### src/rtl/instr_enc_if.sv
// Handshake bundle for instr_enc.
//   Request side : in_valid/in_ready plus op_id, rs, rt, rd, shamt, imm.
//   Result side  : out_valid/out_ready plus out_word, out_last.
//   Status       : err_illegal (one-cycle pulse), err_count (saturating).
// master = producer/consumer environment, slave = the encoder.
interface instr_enc_if;
  logic        in_valid;
  logic        in_ready;
  logic [5:0]  op_id;
  logic [4:0]  rs;
  logic [4:0]  rt;
  logic [4:0]  rd;
  logic [4:0]  shamt;
  logic [31:0] imm;
  logic        out_valid;
  logic        out_ready;
  logic [31:0] out_word;
  logic        out_last;
  logic        err_illegal;
  logic [7:0]  err_count;

  modport master (
    output in_valid, op_id, rs, rt, rd, shamt, imm, out_ready,
    input  in_ready, out_valid, out_word, out_last, err_illegal, err_count
  );

  modport slave (
    input  in_valid, op_id, rs, rt, rd, shamt, imm, out_ready,
    output in_ready, out_valid, out_word, out_last, err_illegal, err_count
  );
endinterface

### src/rtl/instr_enc.sv
// Streaming MIPS-subset instruction encoder.
// Packs a mnemonic ID plus operand fields into R/I/J-type words, expands the LI
// pseudo-instruction into LUI+ORI, and queues results in a DEPTH-entry FIFO.
// Illegal mnemonics are consumed, emit no word, and are flagged/counted.
// Ports:
//   clk   - clock, rising edge
//   rst_n - asynchronous active-low reset
//   bus   - instr_enc_if.slave (request handshake, result handshake, error status)
module instr_enc #(
  parameter int unsigned DEPTH = 4
) (
  input logic         clk,
  input logic         rst_n,
  instr_enc_if.slave  bus
);

  localparam int unsigned PtrW = $clog2(DEPTH);
  localparam int unsigned CntW = PtrW + 1;
  localparam logic [CntW-1:0] DepthCnt = CntW'(DEPTH);

  typedef enum logic [0:0] {StIdle, StLi2} state_e;
  typedef enum logic [2:0] {KindR, KindI, KindJ, KindLi, KindNop, KindIll} kind_e;

  state_e            state_q;
  logic [4:0]        li_rt_q;
  logic [15:0]       li_lo_q;
  logic [32:0]       mem_q [DEPTH];  // {last, word}
  logic [PtrW-1:0]   wr_ptr_q;
  logic [PtrW-1:0]   rd_ptr_q;
  logic [CntW-1:0]   count_q;
  logic              err_illegal_q;
  logic [7:0]        err_count_q;

  kind_e       kind;
  logic [5:0]  opc;
  logic [5:0]  funct;
  logic [4:0]  f_rs;
  logic [4:0]  f_rt;
  logic [31:0] enc_word;

  logic        has_room;
  logic        in_ready;
  logic        accept;
  logic        push;
  logic        pop;
  logic [32:0] push_entry;

  // Decode mnemonic into format, opcode/funct and field overrides.
  always_comb begin
    kind  = KindR;
    opc   = 6'h00;
    funct = 6'h00;
    f_rs  = bus.rs;
    f_rt  = bus.rt;
    case (bus.op_id)
      6'd0:  funct = 6'h00;
      6'd1:  funct = 6'h02;
      6'd2:  funct = 6'h03;
      6'd3:  funct = 6'h04;
      6'd4:  funct = 6'h06;
      6'd5:  funct = 6'h07;
      6'd6:  funct = 6'h20;
      6'd7:  funct = 6'h21;
      6'd8:  funct = 6'h22;
      6'd9:  funct = 6'h23;
      6'd10: funct = 6'h24;
      6'd11: funct = 6'h25;
      6'd12: funct = 6'h26;
      6'd13: funct = 6'h27;
      6'd14: funct = 6'h2A;
      6'd15: funct = 6'h2B;
      6'd16: funct = 6'h08;
      6'd17: funct = 6'h09;
      6'd18: begin kind = KindI; opc = 6'h23; end
      6'd19: begin kind = KindI; opc = 6'h2B; end
      6'd20: begin kind = KindI; opc = 6'h08; end
      6'd21: begin kind = KindI; opc = 6'h09; end
      6'd22: begin kind = KindI; opc = 6'h0A; end
      6'd23: begin kind = KindI; opc = 6'h0B; end
      6'd24: begin kind = KindI; opc = 6'h0C; end
      6'd25: begin kind = KindI; opc = 6'h0D; end
      6'd26: begin kind = KindI; opc = 6'h0E; end
      6'd27: begin kind = KindI; opc = 6'h0F; f_rs = 5'd0; end
      // REGIMM branches select the condition through the rt field.
      6'd28: begin kind = KindI; opc = 6'h01; f_rt = 5'd0; end
      6'd29: begin kind = KindI; opc = 6'h01; f_rt = 5'd1; end
      6'd30: begin kind = KindI; opc = 6'h04; end
      6'd31: begin kind = KindI; opc = 6'h05; end
      6'd32: begin kind = KindI; opc = 6'h06; f_rt = 5'd0; end
      6'd33: begin kind = KindI; opc = 6'h07; f_rt = 5'd0; end
      6'd34: begin kind = KindJ; opc = 6'h02; end
      6'd35: begin kind = KindJ; opc = 6'h03; end
      6'd36: kind = KindLi;
      6'd37: kind = KindNop;
      default: kind = KindIll;
    endcase
  end

  always_comb begin
    enc_word = 32'h0;
    case (kind)
      KindR:   enc_word = {6'h00, bus.rs, bus.rt, bus.rd, bus.shamt, funct};
      KindI:   enc_word = {opc, f_rs, f_rt, bus.imm[15:0]};
      KindJ:   enc_word = {opc, bus.imm[25:0]};
      KindLi:  enc_word = {6'h0F, 5'd0, bus.rt, bus.imm[31:16]};
      default: enc_word = 32'h0;
    endcase
  end

  // Push eligibility looks only at the registered count; a same-cycle pop gives no credit.
  always_comb begin
    has_room = (count_q < DepthCnt);
    in_ready = (state_q == StIdle) && has_room;
    accept   = bus.in_valid && in_ready;
    pop      = (count_q != '0) && bus.out_ready;
    push     = 1'b0;
    push_entry = {1'b1, enc_word};
    if (state_q == StLi2) begin
      push       = has_room;
      push_entry = {1'b1, 6'h0D, li_rt_q, li_rt_q, li_lo_q};
    end else begin
      push       = accept && (kind != KindIll);
      push_entry = {(kind != KindLi), enc_word};
    end
  end

  always_ff @(posedge clk or negedge rst_n) begin
    if (!rst_n) begin
      state_q       <= StIdle;
      li_rt_q       <= '0;
      li_lo_q       <= '0;
      wr_ptr_q      <= '0;
      rd_ptr_q      <= '0;
      count_q       <= '0;
      err_illegal_q <= 1'b0;
      err_count_q   <= '0;
      for (int unsigned i = 0; i < DEPTH; i++) begin
        mem_q[i] <= '0;
      end
    end else begin
      err_illegal_q <= 1'b0;

      if (push) begin
        mem_q[wr_ptr_q] <= push_entry;
        wr_ptr_q        <= wr_ptr_q + 1'b1;
      end
      if (pop) begin
        rd_ptr_q <= rd_ptr_q + 1'b1;
      end
      count_q <= count_q + CntW'(push) - CntW'(pop);

      unique case (state_q)
        StIdle: begin
          if (accept) begin
            if (kind == KindIll) begin
              err_illegal_q <= 1'b1;
              if (err_count_q != 8'hFF) begin
                err_count_q <= err_count_q + 8'd1;
              end
            end
            if (kind == KindLi) begin
              state_q <= StLi2;
              li_rt_q <= bus.rt;
              li_lo_q <= bus.imm[15:0];
            end
          end
        end
        StLi2: begin
          if (has_room) begin
            state_q <= StIdle;
          end
        end
        default: state_q <= StIdle;
      endcase
    end
  end

  assign bus.in_ready    = in_ready;
  assign bus.out_valid   = (count_q != '0);
  // Empty FIFO presents zeros rather than a stale entry.
  assign bus.out_word    = (count_q != '0) ? mem_q[rd_ptr_q][31:0] : 32'h0;
  assign bus.out_last    = (count_q != '0) ? mem_q[rd_ptr_q][32] : 1'b0;
  assign bus.err_illegal = err_illegal_q;
  assign bus.err_count   = err_count_q;

endmodule

### src/flat_wrapper.sv
// flat-port wrapper written by rule: the top's interface ports become plain ports
module instr_enc_flat 
#(
  parameter int unsigned DEPTH = 4
)
  (clk, rst_n, bus_in_valid, bus_op_id, bus_rs, bus_rt, bus_rd, bus_shamt, bus_imm, bus_out_ready, bus_in_ready, bus_out_valid, bus_out_word, bus_out_last, bus_err_illegal, bus_err_count);
  instr_enc_if bus_i ();
  input logic clk;
  input logic rst_n;
  input wire logic [$bits(bus_i.in_valid)-1:0] bus_in_valid;
  input wire logic [$bits(bus_i.op_id)-1:0] bus_op_id;
  input wire logic [$bits(bus_i.rs)-1:0] bus_rs;
  input wire logic [$bits(bus_i.rt)-1:0] bus_rt;
  input wire logic [$bits(bus_i.rd)-1:0] bus_rd;
  input wire logic [$bits(bus_i.shamt)-1:0] bus_shamt;
  input wire logic [$bits(bus_i.imm)-1:0] bus_imm;
  input wire logic [$bits(bus_i.out_ready)-1:0] bus_out_ready;
  output wire logic [$bits(bus_i.in_ready)-1:0] bus_in_ready;
  output wire logic [$bits(bus_i.out_valid)-1:0] bus_out_valid;
  output wire logic [$bits(bus_i.out_word)-1:0] bus_out_word;
  output wire logic [$bits(bus_i.out_last)-1:0] bus_out_last;
  output wire logic [$bits(bus_i.err_illegal)-1:0] bus_err_illegal;
  output wire logic [$bits(bus_i.err_count)-1:0] bus_err_count;
  assign bus_i.in_valid = bus_in_valid;
  assign bus_i.op_id = bus_op_id;
  assign bus_i.rs = bus_rs;
  assign bus_i.rt = bus_rt;
  assign bus_i.rd = bus_rd;
  assign bus_i.shamt = bus_shamt;
  assign bus_i.imm = bus_imm;
  assign bus_i.out_ready = bus_out_ready;
  assign bus_in_ready = bus_i.in_ready;
  assign bus_out_valid = bus_i.out_valid;
  assign bus_out_word = bus_i.out_word;
  assign bus_out_last = bus_i.out_last;
  assign bus_err_illegal = bus_i.err_illegal;
  assign bus_err_count = bus_i.err_count;
  instr_enc #(.DEPTH(DEPTH)) u_core (.clk(clk), .rst_n(rst_n), .bus(bus_i));
endmodule
### config.mk
export PLATFORM = sky130hd
export DESIGN_NAME = instr_enc_flat
export DESIGN_NICKNAME = d
export VERILOG_FILES = /design/src/rtl/instr_enc_if.sv /design/src/rtl/instr_enc.sv /design/src/flat_wrapper.sv
export SDC_FILE = /design/constraint.sdc
export NUM_CORES = 1
export LEC_CHECK = 0
export ABC_AREA = 0
export CORE_MARGIN = 5
export CORE_UTILIZATION = 54
export DETAILED_ROUTE_END_ITERATION = 7
export PLACE_DENSITY = 0.8
export SYNTH_ARGS = -nofsm -noshare
export SYNTH_HDL_FRONTEND = slang
export SYNTH_SLANG_ARGS = --single-unit
### constraint.sdc
create_clock -name clk -period 3.6 [get_ports clk]
set_clock_uncertainty 0.2 [all_clocks]
set_input_delay 0.36 -clock clk [delete_from_list [all_inputs] [get_ports clk]]
set_output_delay 0.36 -clock clk [all_outputs]
set_load 0.01 [all_outputs]
== Yosys cells after proc, flatten, opt, wreduce, memory -nomap -nowiden ==
Index checks and enable logic that the tools add are counted.

* Word-level logic and storage cells: 106
* Register bits after elaboration: 170
* Input bits: 62
* Output and inout port bits: 44

* Reduce and logical (&&, ||, !) cells: 15
* Order comparisons: 4
* Eq/ne operators: 44
* Multiplexer cells: 23
* Add/subtract/negate cells: 5
* Bitwise logic cells: 3

{| class="wikitable"
|+ Operator list
! cell !! number
|-
| 6-bit case mux with 17 select lines || 2
|-
| 132-bit bitwise mux || 1
|-
| 33-bit 2-to-1 mux || 4
|-
| 32-bit case mux with 4 select lines || 1
|-
| 6-bit by 5-bit == test with 1-bit output, second input constant || 16
|-
| 33-bit binary-select mux with 2-bit select || 1
|-
| 33-bit demux with 2-bit select || 1
|-
| 6-bit by 4-bit == test with 1-bit output, second input constant || 8
|-
| 6-bit == test, second input constant || 6
|-
| 32-bit 2-to-1 mux || 1
|-
| 6-bit by 3-bit == test with 1-bit output, second input constant || 4
|-
| 18-bit OR reduction || 1
|-
| 16-bit OR reduction || 1
|-
| 3-bit case mux with 5 select lines || 1
|-
| 6-bit by 2-bit == test with 1-bit output, second input constant || 2
|-
| 5-bit case mux with 2 select lines || 1
|-
| 8-bit by 1-bit adder with 8-bit output, second input constant || 1
|-
| 1-bit 2-to-1 mux || 8
|-
| 8-bit inequality test, second input constant || 1
|-
| 3-bit by 2-bit == test with 1-bit output, second input constant || 2
|-
| 6-bit by 1-bit == test with 1-bit output, second input constant || 1
|-
| 3-bit greater-or-equal comparator, second input constant || 2
|-
| 6-bit zero test || 1
|-
| 2-bit inverter with 3-bit output || 2
|-
| other kinds (19) || 25
|}

== Depth between registers and ports, before layout ==
* Word-level depth: 8
* Gate-level depth with buffers: 9
* Depth with buffers taken out: 8

== Worst setup path before layout ==
OpenSTA, ideal clock, no wires.

* Path kind: register to register
* From: reg u_core.count_q[2]
* To: reg u_core.count_q[2]
* Period minus slack after synthesis: 2.679 ns
* Cell stages (with the launch flop): 10
* Buffers on the path: 1
* Slack: 0.921 ns
* Setup time: 0.131 ns
* Arrival time: 2.348 ns
* Data required time: 3.269 ns
* Cells stage by stage: dfrtp_1 -> clkbuf_1 -> or3_1 -> and2_1 -> ha_1 -> inv_1 -> ha_1 -> fa_1 -> xor2_1 -> xnor2_1

* Elaborated cells between the ends (all ways): 9
* Classes of those cells: 2 x add/sub; 1 x order compare; 1 x mux; 5 x reduce/logical

{| class="wikitable"
|+ RTL lines
! what !! line !! source
|-
| from (decl) || instr_enc.sv:30 || <nowiki>logic [CntW-1:0] count_q;</nowiki>
|-
| from (signal assigned) || instr_enc.sv:150 || <nowiki>count_q <= count_q + CntW'(push) - CntW'(pop);</nowiki>
|-
| 3-bit nonzero test || instr_enc.sv:115 || <nowiki>pop = (count_q != '0) && bus.out_ready;</nowiki>
|-
| 1-bit logical AND || instr_enc.sv:115 ||
|-
| net u_core.pop || instr_enc.sv:45 || <nowiki>logic pop;</nowiki>
|-
| 3-bit by 1-bit subtractor with 3-bit output || instr_enc.sv:150 ||
|}

The timed path passes the listed nets, and every way through them passes these cells.
A chain may end at the register's enable or synchronous reset.

== Worst setup path after layout ==
* From: reg u_core.rd_ptr_q[0]
* To: out bus_out_word[20]

* Cells in the longest elaborated chain, start to end: 5

{| class="wikitable"
|+ RTL lines
! what !! line !! source
|-
| from (decl) || instr_enc.sv:29 || <nowiki>logic [PtrW-1:0] rd_ptr_q;</nowiki>
|-
| from (signal assigned) || instr_enc.sv:148 || <nowiki>rd_ptr_q <= rd_ptr_q + 1'b1;</nowiki>
|-
| 2-bit inverter with 3-bit output (not written as such) || instr_enc.sv:181 || <nowiki>assign bus.out_word = (count_q != '0) ? mem_q[rd_ptr_q][31:0] : 32'h0;</nowiki>
|-
| 33-bit binary-select mux with 2-bit select || instr_enc.sv:181 ||
|-
| 33-bit 2-to-1 mux (not written as such) (2 in series) || instr_enc.sv:181 ||
|-
| 32-bit 2-to-1 mux || instr_enc.sv:181 ||
|-
| to (decl) || flat_wrapper.sv:20 || <nowiki>output wire logic [$bits(bus_i.out_word)-1:0] bus_out_word;</nowiki>
|}

No other way between the ends. The select of a mux whose other input is x is not followed.

==> out/results.ini <==
[status]
status = finished clean

[sta]
clock.fmax_ghz = 0.311
period_needed_ns = 3.22
post-route-period-util_pct = 89.3
setup_viol = 0
hold_viol_final = 0
rsz0062_at_grt = false
worstMarginPinSlew_ns = 0.906
setup_ws_ns = 0.384
fin_setup_tns_ns = 0
final_max_slew_viol_count = 0
relSlewSlack_pct = 39.6

[logic_synthesis]
synthSimpleGateAreaFrac_pct = 13.4
async_flop_share_pct = 100
seq_area_frac_synth_pct = 47.0
synthMuxAreaShare_pct = 19.0
synth_cell_type_count = 62
synth_edf_count = 0
synthXorXnorAreaFrac_pct = 1.29
synth_top_family_by_area = multiplexers
synth_compound_gate_area_share_pct = 13.7
synth_ff_type = dfrtp_1
syn-instance-count = 799
yosys_warnings = 0
syn_avg_cell_area_sq_um = 11.1
synth_area_sq_um = 8830
synthAdderAreaFrac_pct = 1.33
synth_nets = 869
ys_ff_latch = 166

[placed_design]
pre_cts_slack_ns = 0.431
place_congestion = 0.893
portBuffers = 104
hpwl_um = 15900
postPlaceCellArea_sq_um = 10200

[critical_path]
reg2reg_depth = 6
arrival_ns = 2.66
end_kind = primary output
critPathKind = flop to primary output
slowest_delay_ns = 0.69
worstPathRequired_ns = 3.04
path_buf_inv = 2
path_cells = buf_12 > mux4_2 > and2_1 > clkdlybuf4s50_1
cp_max_fo = 22
rrSetupSlack_ns = 0.82
path_delay_family = buffers and inverters
cp.depth = 4
start_kind = flop
slowest_stage = dfrtp_2

[cts]
clkTransAtPathRegs_ns = 0.06
cts_tree = built
cts.root.buffer_cell = clkbuf_16
cts_buffer_depth = 2
cts_buffers = 17
clk_latency_ns = 0.43
cts.sinks = 166
h-tree-depth = 4

[flow_run]
drv_cap = 0

[detailed_routing]
wl_per_cell_um = 21.1
drtAntennaViolNets = 0
wl_um = 23600
dr.pass1.iters = 5
drtIter0Drc = 531
via_per_inst = 6.13
drc_errors = 0
vias = 6876

[worst_hold_path]
hp-class = flop to flop
worst_hold_path.num_cells = 1

[cells_and_area]
final_nets = 964
fin_area_sq_um = 10800
fin_util_pct = 67.7
multi_input_area_sq_um = 4330
fill_cells = 1211
syn2layout_area_growth_pct = 22.3
drive_above_1_share_pct = 16.4
seq_area_sq_um = 4160
num_antenna_cells = 0

[pwr]
p_leak_nw = 4.40
irDropWorstVdd_mv = 0.376
p_per_area_nw_per_um2 = 762

[floorplan]
die_w_um = 138
die_area_sq_um = 19000
rows = 46
io_pins = 106
fp.dieH_um = 138
start_util_pct = 55.4
core-area_sq_um = 15900

[global_route]
grt_pass1_vias = 7144
grt_usage_pct = 26.6
grt_antenna_before_repair = 0
grt_pass1_wl_um = 38600
grt_max_degree = 93
gr-total-overflow = 0

## cells in the final DEF (no fill, tap or decap), types with 3 or more instances in the layout
cell | synthesis | final
o211a_1 | 3 | 3
xnor2_1 | 4 | 4
nor3_1 | 11 | 11
ha_1 | 7 | 7
a2111oi_2 | 6 | 6
nand2_1 | 22 | 22
o22ai_1 | 16 | 16
clkinvlp_4 | 0 | 4
and3_1 | 4 | 4
dfrtp_1 | 166 | 165
or3_1 | 3 | 3
buf_4 | 2 | 23
xor2_1 | 9 | 9
and2_1 | 63 | 63
mux2i_1 | 56 | 56
o21ai_0 | 52 | 52
a21oi_1 | 24 | 24
a22oi_1 | 6 | 6
mux2_2 | 35 | 35
mux4_2 | 32 | 32
nand3_1 | 11 | 11
clkbuf_16 | 0 | 17
nand3b_1 | 9 | 9
clkdlybuf4s50_1 | 0 | 103
o21ai_1 | 13 | 13
buf_12 | 0 | 5
a41oi_1 | 4 | 4
inv_1 | 32 | 32
nor2_1 | 68 | 68
a31oi_1 | 20 | 20
clkbuf_8 | 0 | 3
or4bb_1 | 4 | 4
nand2b_1 | 6 | 6
o211ai_4 | 0 | 4
a222oi_1 | 12 | 12
nor2b_1 | 4 | 4
or3b_2 | 3 | 3
## logic make-up after synthesis
| logic type | count (synthesis) |
|---|---|
| simple gates | 219 |
| other cells | 1 |
| xor+xnor | 13 |
| compound gates | 179 |
| buf+inv | 89 |
| mux | 123 |
| fa+ha+maj | 9 |
| flops | 166 |
## sequential cells by signal, summed over array words and instances (netlist names)
register and flops:
u_core.bus.err_count 8, u_core.bus.err_illegal 1, u_core.count_q 3, u_core.li_lo_q 16, u_core.li_rt_q 5, u_core.mem_q 128, u_core.rd_ptr_q 2, u_core.state_q 1
u_core.wr_ptr_q 2
## where the power goes
group,leakage [nW],switching [mW],internal (mW)
registers,2.10,0.512,2.59
logic,2.03,1.43,1.86
clock network,0.278,0.747,1.08
total,4.40,2.69,5.54
## what timing repair did
| item | 4_1_cts | 5_1_grt |
|---|---|---|
| setup buffers | 0 | 0 |
| gates resized for setup | 0 | 0 |
| hold buffers | 1 | 0 |
| endpoints found under the hold margin | 89 | 0 |
## Yosys cell counts (3+ instances only)
cell         n  area, sq um
clkbuf_1    27          101
o21ai_0     52          260
a2111oi_2    6         90.1
a41oi_1      4         35.0
nand2_1     22         82.6
nand2b_1     6         37.5
and2_1      63          394
a21oi_1     24          120
mux2_2      35          394
xnor2_1      4         35.0
o21ai_1     13         65.1
nor3_1      11         55.1
mux4_2      32          721
and3_1       4         25.0
nor2_1      68          255
a222oi_1    12          120
o211a_1      3         30.0
or3_1        3         18.8
nand3b_1     9         67.6
nor2b_1      4         25.0
inv_1       32          120
o211ai_2     4         50.1
a31oi_1     20          125
mux2i_1     56          561
or4bb_1      4         45.0
a22oi_1      6         45.0
xor2_1       9         78.8
ha_1         7         87.6
buf_2       28          140
o22ai_1     16          100
or3b_2       3         26.3
nand3_1     11         55.1
dfrtp_1    166         4150
## final timing paths
kind                                    startpoint                 endpoint
setup reg to reg                u_core.wr_ptr_q[0]        u_core.mem_q[103]
setup / recovery                u_core.rd_ptr_q[0]         bus_out_word[20]
hold reg to reg            u_core.bus.err_count[7]  u_core.bus.err_count[7]
max in group asynchronous                    rst_n          u_core.mem_q[3]
min in group asynchronous                    rst_n        u_core.mem_q[131]
hold / removal             u_core.bus.err_count[7]  u_core.bus.err_count[7]
## metrics by stage
step / instances / total power, mW / hold slack, ns
6_report: 1122 / 8.23 / 0.299
5_1_grt: 1122 / 8.74 / 0.307
4_1_cts: 1122 / 8.27 / 0.299
3_5_place_dp: 1090 / 6.41 / 0.286
3_3_place_gp: 1090 / 6.29 / 0.275
2_1_floorplan: 799 / 5.03 / -0.136
## cell type report
class / count / share of cell area, %
Clock buffer: 21 / 4.36
Sequential cell: 166 / 38.5
Clock inverter: 10 / 1.12
Multi-Input combinational cell: 544 / 40.1
Timing Repair Buffer: 133 / 12.3
Tap cell: 216 / 2.50
Inverter: 32 / 1.11
## metal layers
layer  vias to the layer above  share of wire [%]  track usage (%)
met5                         -                  0                0
met4                         0                2.2             9.44
met3                        44                7.2             5.62
met2                       286                 49             41.9
met1                      3456                 42             36.7
li1                       3090                  -                -
Note: power is estimated with default switching activity, not from simulation.
==> variant, RTL diff (same settings) <==
`DEPTH` is set to 4 in 2 places; all go to 16.
--- a/src/rtl/instr_enc.sv
+++ b/src/rtl/instr_enc.sv
@@ -7,7 +7,7 @@
 //   rst_n - asynchronous active-low reset
 //   bus   - instr_enc_if.slave (request handshake, result handshake, error status)
 module instr_enc #(
-  parameter int unsigned DEPTH = 4
+  parameter int unsigned DEPTH = 16
 ) (
   input logic         clk,
   input logic         rst_n,
--- a/src/flat_wrapper.sv
+++ b/src/flat_wrapper.sv
@@ -1,7 +1,7 @@
 // flat-port wrapper written by rule: the top's interface ports become plain ports
 module instr_enc_flat 
 #(
-  parameter int unsigned DEPTH = 4
+  parameter int unsigned DEPTH = 16
 )
   (clk, rst_n, bus_in_valid, bus_op_id, bus_rs, bus_rt, bus_rd, bus_shamt, bus_imm, bus_out_ready, bus_in_ready, bus_out_valid, bus_out_word, bus_out_last, bus_err_illegal, bus_err_count);
   instr_enc_if bus_i ();
Check against the original RTL: same outputs for any inputs over 4 cycles, from zero or initial values and one cycle with rst_n low; that may be too few to reach the edited logic, so the function may still have changed.
==> variant against the unedited design <==
  * Clock power grew to 3.2 times the old value
  * Critical endpoint is now bus_out_word[14]
  * Count of clock-buffer cells in the layout is 66 higher
  * Total power grew to 3.2 times the old value
  * Final area grew to 2.8 times the old value
  * Register-to-register slack worse by 0.23 ns
  * Synthesized cell count grew to 3.0 times the old value
  * Wire length grew to 3.1 times the old value
  * Area after synthesis grew to 2.9 times the old value
  * Sequential cell count is 390 higher
  * Maximum frequency is 9.6% lower
  * Worst setup slack worse by 0.34 ns
  * Global-route usage is 1.1 points higher
==> variant: results (changes against the unedited design) <==
Setup path
  – Arrival time of the worst setup path: 3.00 ns (+0.34 ns)
  – Worst-path maximum fanout: 11 (-50%)
  – CP peak stage delay: 0.60 ns (-0.09 ns)
  – Slowest cell on crit path: sky130_fd_sc_hd__clkdlybuf4s50_1

Clock network
  – Num CTS Buffers: 56 (+39)
  – Clock insertion delay at the later pin of the skew report: 0.63 ns (+0.20 ns)
  – Maximum buffer depth of the clock tree: 3 (+1)
  – Number of instances resized during post-cts repair: 5 (+5)
  – # Post-CTS Setup Buffers: 3 (+3)

Routing
  – Met1 layer wirelength in the final routing: 27.8 mm (+180%)
  – Final wirelength: 74.4 mm (+210%)
  – Length of routed met2 wiring: 35.5 mm (+210%)
  – Amount of wire on met3 after detailed routing: 7.95 mm (+370%)
  – DR iter-0 viols: 2494 (+370%)
  – Detailed-route via count: 20700 (+200%)

Global route
  – GR Util All Layers: 0.276 (+0.0108)
  – Global routing usage on met3: 0.0674 (+0.0111)
  – Met2 Usage GRT: 0.443 (+0.0237)
  – Antenna violations before repair: 1 (+1)
  – Met1 capacity usage during global routing: 0.364 (-0.00283)
  – Wire length of the first global-routing pass: 117 mm (+200%)
  – Maximum number of pins on one net before global-route repair: 107 (+15%)

Placed design
  – Final GP Congestion: 0.921 (+3.2%)
  – Post-DP HPWL: 46.4 mm (+190%)
  – DP Cell Count: 3059 (+180%)

Layout
  – Non-clock buffering overhead in the final layout: 0.0731 (-0.0496)
  – Total area of sequential cells: 13900 um^2 (+240%)
  – Non-clock inverter count in the final layout: 19 (-41%)
  – Ratio of cells with drive above 1 in the final layout: 0.160 (-0.00458)
  – Final-layout clock buffer total: 87 (+310%)
  – Finished Layout Cells: 3167 (+180%)
  – Count of fill cells added during filler insertion: 3513 (+190%)
  – Clock buffers and inverters, area share: 0.0619 (+0.00710)
  – Number of multi-input logic gates: 1665 (+210%)
  – Seq/total area: 0.466 (+0.0808)
  – Bufs w/o clock: 213 (+60%)
  – Layout Area Growth over Synthesis: 15.3%
  – Multi-input combinational area share: 0.371 (-0.0302)
  – Final layout net count: 2586 (+170%)

Power and ir drop
  – Leak: 0.0131 uW (+200%)
  – VDD IR max: 512 uV (+36%)

Yosys
  – Post-Synthesis Net Count: 2506 (+190%)
  – Post-synthesis compound-gate area fraction: 0.159 (+0.0225)
  – Post-synthesis area per instance: 10.7 um^2 (-3.4%)
  – Xor/xnor share of the synthesized area: 0.00574 (-0.00716)
  – Top cells by area, synth: sky130_fd_sc_hd__dfrtp_1 (54%), sky130_fd_sc_hd__mux4_2 (8.9%), sky130_fd_sc_hd__a21oi_1 (7.2%), sky130_fd_sc_hd__nor2_1 (5.9%), sky130_fd_sc_hd__mux2i_1 (3.2%)
  – Fraction of the mapped netlist area in adder cells: 0.00656 (-0.00676)
  – Synthesis-stage register bit count: 556 (+230%)
  – Fraction of synthesized area in multiplexers: 0.140 (-0.0501)
  – Unique masters post-synth: 69 (+11%)
  – Sequential-to-total area share from yosys stat: 0.536 (+0.0659)

Run status
  – Result of the run: completed

Worst hold path
  – Path category of the worst min-delay check: input pin to asynchronous set/reset pin
==> variant: power breakdown <==
group,internal (uW),leakage [uW],switching (uW)
registers,8670,0.00716,1560
logic,4990,0.00505,5540
clock network,3470,0.000904,2430
==> variant: through the flow <==
| stage | setup slack [ns] | power (uW) | utilization |
|---|---|---|---|
| after floorplan | 0.815 | 16600 | - |
| after global routing | -0.00186 | 28000 | 0.628 |
| after CTS | 0.00837 | 26400 | 0.625 |
| final | 0.0439 | 26700 | 0.628 |
| after global placement | 0.215 | 19700 | 0.585 |
| after detailed placement | 0.0853 | 20400 | 0.585 |
==> variant: worst paths after layout <==
check | to | slack, ns | depth (start not counted)
hold / removal | u_core.count_q[4] | 0.19 | 2
max in group asynchronous | u_core.mem_q[211] | 1.90 | 3
setup / recovery | bus_out_word[14] | 0.04 | 8
setup reg to reg | u_core.mem_q[154] | 0.59 | 4
hold reg to reg | u_core.mem_q[225] | 0.27 | 2
min in group clk | u_core.li_lo_q[8] | 0.20 | 2
